## config.mk

```make
export PLATFORM = sky130hd
export DESIGN_NAME = ex2_ex3_pair
export DESIGN_NICKNAME = d
export VERILOG_FILES = /design/src/rtl/ex2_ex3_pair_pkg.sv /design/src/rtl/ex2_ex3_pair_clk_div_en.sv /design/src/rtl/ex2_ex3_pair.sv
export SDC_FILE = /design/constraint.sdc
export NUM_CORES = 1
export LEC_CHECK = 0
export BUFFER_PORTS_ARGS = -buffer_cell sky130_fd_sc_hd__buf_2
export CAP_MARGIN = 15
export CORE_AREA = 2 2 39 41
export DETAILED_ROUTE_END_ITERATION = 7
export DIE_AREA = 0 0 41 43
export PLACE_DENSITY = 0.42
export SYNTH_ARGS = -nofsm -noshare
export SYNTH_HDL_FRONTEND = slang
export SYNTH_SLANG_ARGS = --single-unit
```

## constraint.sdc

```tcl
create_clock -name clk -period 1.1 [get_ports clk]
set_input_delay 0.33 -clock clk [delete_from_list [all_inputs] [get_ports clk]]
set_output_delay 0.33 -clock clk [all_outputs]
set_load 0.02 [all_outputs]
```

## src/rtl/ex2_ex3_pair_pkg.sv

```systemverilog
// ============================================================================
// ex2_ex3_pair_pkg : shared types and helpers for the divider/counter pair
// Rev 1.0
// ============================================================================
`default_nettype none

package ex2_ex3_pair_pkg;

  typedef enum logic [1:0] {
    DIV_HOLD   = 2'd0,
    DIV_STEP   = 2'd1,
    DIV_TOGGLE = 2'd2,
    DIV_CLEAR  = 2'd3
  } div_op_e;

  // Phase counter width; never narrower than one bit (DIV=2 needs no count).
  function automatic int dcnt_width(input int div);
    int w;
    w = $clog2(div / 2);
    return (w < 1) ? 1 : w;
  endfunction

endpackage

`default_nettype wire

```

## src/rtl/ex2_ex3_pair_clk_div_en.sv

```systemverilog
// ============================================================================
// clk_div_en : enable-gated divide-by-DIV square wave generator (registered)
// Rev 1.0
// ============================================================================
`default_nettype none

module clk_div_en
  import ex2_ex3_pair_pkg::*;
#(
  parameter int DIV = 4
) (
  input  logic clk,
  input  logic rst_b,
  input  logic ld,
  input  logic clr,
  output logic fdclk
);

  localparam int             DW          = dcnt_width(DIV);
  localparam logic [DW-1:0]  C_HALF_LAST = DW'(DIV / 2 - 1);

  logic [DW-1:0] dcnt_q, dcnt_d;
  logic          fdclk_q, fdclk_d;
  div_op_e       op;

  always_comb begin
    op = DIV_HOLD;
    if (clr)                       op = DIV_CLEAR;
    else if (ld && dcnt_q == C_HALF_LAST) op = DIV_TOGGLE;
    else if (ld)                   op = DIV_STEP;
  end

  always_comb begin
    dcnt_d  = dcnt_q;
    fdclk_d = fdclk_q;
    case (op)
      DIV_CLEAR: begin
        dcnt_d  = '0;
        fdclk_d = 1'b0;
      end
      DIV_TOGGLE: begin
        dcnt_d  = '0;
        fdclk_d = ~fdclk_q;
      end
      DIV_STEP:  dcnt_d = dcnt_q + 1'b1;
      default:   ;
    endcase
  end

  always_ff @(posedge clk or negedge rst_b) begin
    if (!rst_b) begin
      dcnt_q  <= '0;
      fdclk_q <= 1'b0;
    end else begin
      dcnt_q  <= dcnt_d;
      fdclk_q <= fdclk_d;
    end
  end

  assign fdclk = fdclk_q;

endmodule

`default_nettype wire

```

## src/rtl/ex2_ex3_pair.sv

```systemverilog
// ============================================================================
// ex2_ex3_pair : clock-enable divider plus independent CW-bit up-counter
// Rev 1.0
// ============================================================================
`default_nettype none

module ex2_ex3_pair
  import ex2_ex3_pair_pkg::*;
#(
  parameter int DIV = 4,
  parameter int CW  = 4
) (
  input  logic clk,
  input  logic rst_b,
  input  logic ld,
  input  logic c_up,
  input  logic clr,
  output logic fdclk,
  output logic o
);

  logic [CW-1:0] cnt_q, cnt_d;

  clk_div_en #(
    .DIV (DIV)
  ) u_div (
    .clk   (clk),
    .rst_b (rst_b),
    .ld    (ld),
    .clr   (clr),
    .fdclk (fdclk)
  );

  // Counter wraps naturally at 2^CW; clear beats count-up.
  always_comb begin
    cnt_d = cnt_q;
    if (clr)       cnt_d = '0;
    else if (c_up) cnt_d = cnt_q + 1'b1;
  end

  always_ff @(posedge clk or negedge rst_b) begin
    if (!rst_b) cnt_q <= '0;
    else        cnt_q <= cnt_d;
  end

  assign o = &cnt_q;

endmodule

`default_nettype wire

```

==> run metrics <==
kind of critical path reg -> out; placed cells 51; drt initial violations 1; DRT Pass-1 Iters 2; largest net degree at the start of global routing 7; Worst-path clk slew 0.04 ns; dpl hpwl 444 µm; Netlist Area Pre-Place 285 µm²; area fraction of the dominant cell type after synthesis 52.6%; Clk Latency, worst-skew pair 0.24 ns; Cell Area, Placed 380 µm²; final net count 48; final WL 557 µm; CP required 0.77 ns; Ys Warns 0; RSZ-0062 raised after global routing yes; GR Overflow Total 0; Worst Path Arrival 1.10 ns; failing checks setup timing; vias in the first global route 245; met3 usage 3.14%; total die area 1760 µm²; M2 GR Usage 11.3%; Tmin final 1.43 ns; Worst Tran Pin Value 0.146 ns; Core Box Area 1380 µm²; H-tree Lvls 1; top post-synthesis cells by area dfrtp_1, a21bo_2, xnor2_1; antenna viol nets, final 0; final hold viol count 0; routed length per instance 9.95 µm; syn nets 30; All-Layer GR Usage 7.91%; clk_skew 0.000491 ns; register area share after synthesis 52.6%; ANT cells 0; Worst Hold Class in -> reg; met1 Use GR 8.97%; final setup margin -0.330 ns; routed vias/inst 4.34; Post-Route Utilization 31.8%; routability cong. 0.608; clk sinks 6; Area growth syn-to-layout 54.4%; status complete, but fails checks; initial antenna violation count 0; initial core utilization 20.6%; setup slack at placement -0.107 ns; Crit Path Max Fanout 2; via count 243; Synth cell types 12; first-pass GRT wire length 910 µm; DRC viols 0; mean post-synth cell area 11.9 µm²; Slew HR 90.0%; total negative slack -0.352 ns; Finished Cell Area 440 µm²; Leak 0.215 nW; pwr dens 1210 nW/µm²; CTS tree done; I/O Buffers 6; fraction of layout cells with a size suffix above 1 52.5%; I/O Pins 7; Startpoint Class register; CP endpoint kind output pin; grt peak-use layer met2; max_cap viols 0; Mapped Cells 24; Cell Rows 14; chip width 41 µm; flops & latches, synth 6; chip height 43 µm; # setup viols final 2; final cell count without fillers 56; Tcrit/Tclk final 130%; cts bufs inserted 3; Peak Freq 700 MHz; Root Driver clkbuf_4; Longest Clk Path Bufs 2; Max Slew Vio Count 0; post-synth top area cell dfrtp_1; IR Drop Worst-Case VDD 0.470 mV
layout by cell type (no fill, tap or decap), drive strengths merged, types with 2 or more instances in the layout:
cell type | netlist | final
nor2 | 4 | 4
clkbuf | 0 | 3
a21bo | 2 | 2
buf | 0 | 12
xnor2 | 2 | 2
nand3b | 2 | 2
dfrtp | 6 | 6
a21oi | 2 | 2
final cells by class:
cell class / instances / area [µm²]
flip-flops and latches: 6 / 150
well taps: 16 / 20.0
fillers: 155 / 943
multi-input cells: 18 / 146
clock buffers: 3 / 22.5
repair buffers: 13 / 101
worst paths after layout:
kind | slack, ns | endpoint | startpoint | cells past startpoint
max reg2reg | -0.02 | cnt_q[3] | cnt_q[0] | 4
max in group asynchronous | 0.52 | cnt_q[0] | rst_b | 2
min reg2reg | 0.58 | u_div.fdclk | u_div.fdclk | 2
min in group asynchronous | 0.45 | cnt_q[2] | rst_b | 2
max | -0.33 | o | cnt_q[0] | 3
min | 0.29 | cnt_q[2] | clr | 2
cells by family after synthesis:
logic type,synth area share (%)
AOI/OAI and AO/OA,10.5
muxes,8.77
adders and majority gates,4.39
DFF,52.6
and+or+nand+nor,17.5
xor gates and xnor gates,6.14
synthesized netlist by cell type:
cell type and number:
nand3b_1 2, mux2i_1 1, xnor2_1 2, a21oi_1 2, mux2_4 1, dfrtp_1 6
nand4_1 1, and3_1 1, ha_1 1, and2b_1 1, nor2_1 4, a21bo_2 2
worst max-delay path, stage by stage (launching register included):
cell and delay (ns):
dfrtp_1 0.38, ha_2 0.19, and3_4 0.17, buf_6 0.12
state kept, by name (all words and copies together) (netlist names):
| register | cells |
|---|---|
| u_div.dcnt_q | 1 |
| cnt_q | 4 |
| u_div.fdclk | 1 |
per-stage QoR:
| step | hold slack (ns) | power, W |
|---|---|---|
| after global routing | 0.306 | 0.000569 |
| final | 0.295 | 0.000535 |
| after detailed placement | 0.156 | 0.000327 |
| after global placement | 0.157 | 0.000323 |
| after CTS | 0.286 | 0.000537 |
| after floorplan | 0.0344 | 0.000282 |
metal layers:
layer  routed length, µm  up-vias
met4                   0        0
met2                 285        6
met5                   0        -
met3                  24        0
li1                    -      116
met1                 246      121
power breakdown:
| part | internal, W | total, W | switching [W] |
|---|---|---|---|
| Clock | 0.000123 | 0.000196 | 0.0000728 |
| Combinational | 0.0000542 | 0.0000928 | 0.0000386 |
| Sequential | 0.000235 | 0.000246 | 0.0000107 |
| Total | 0.000413 | 0.000535 | 0.000122 |
repair_timing:
| action | in CTS | in global routing |
|---|---|---|
| buffers inserted | 0 | 1 |
| gates resized for setup | 4 | 2 |
| pin swaps | 1 | 0 |
| hold endpoints to repair | 6 | 0 |
| hold buffers | 1 | 0 |
| endpoints found under the setup margin | 2 | 3 |
No activity file was read; power rests on OpenSTA's default activity.
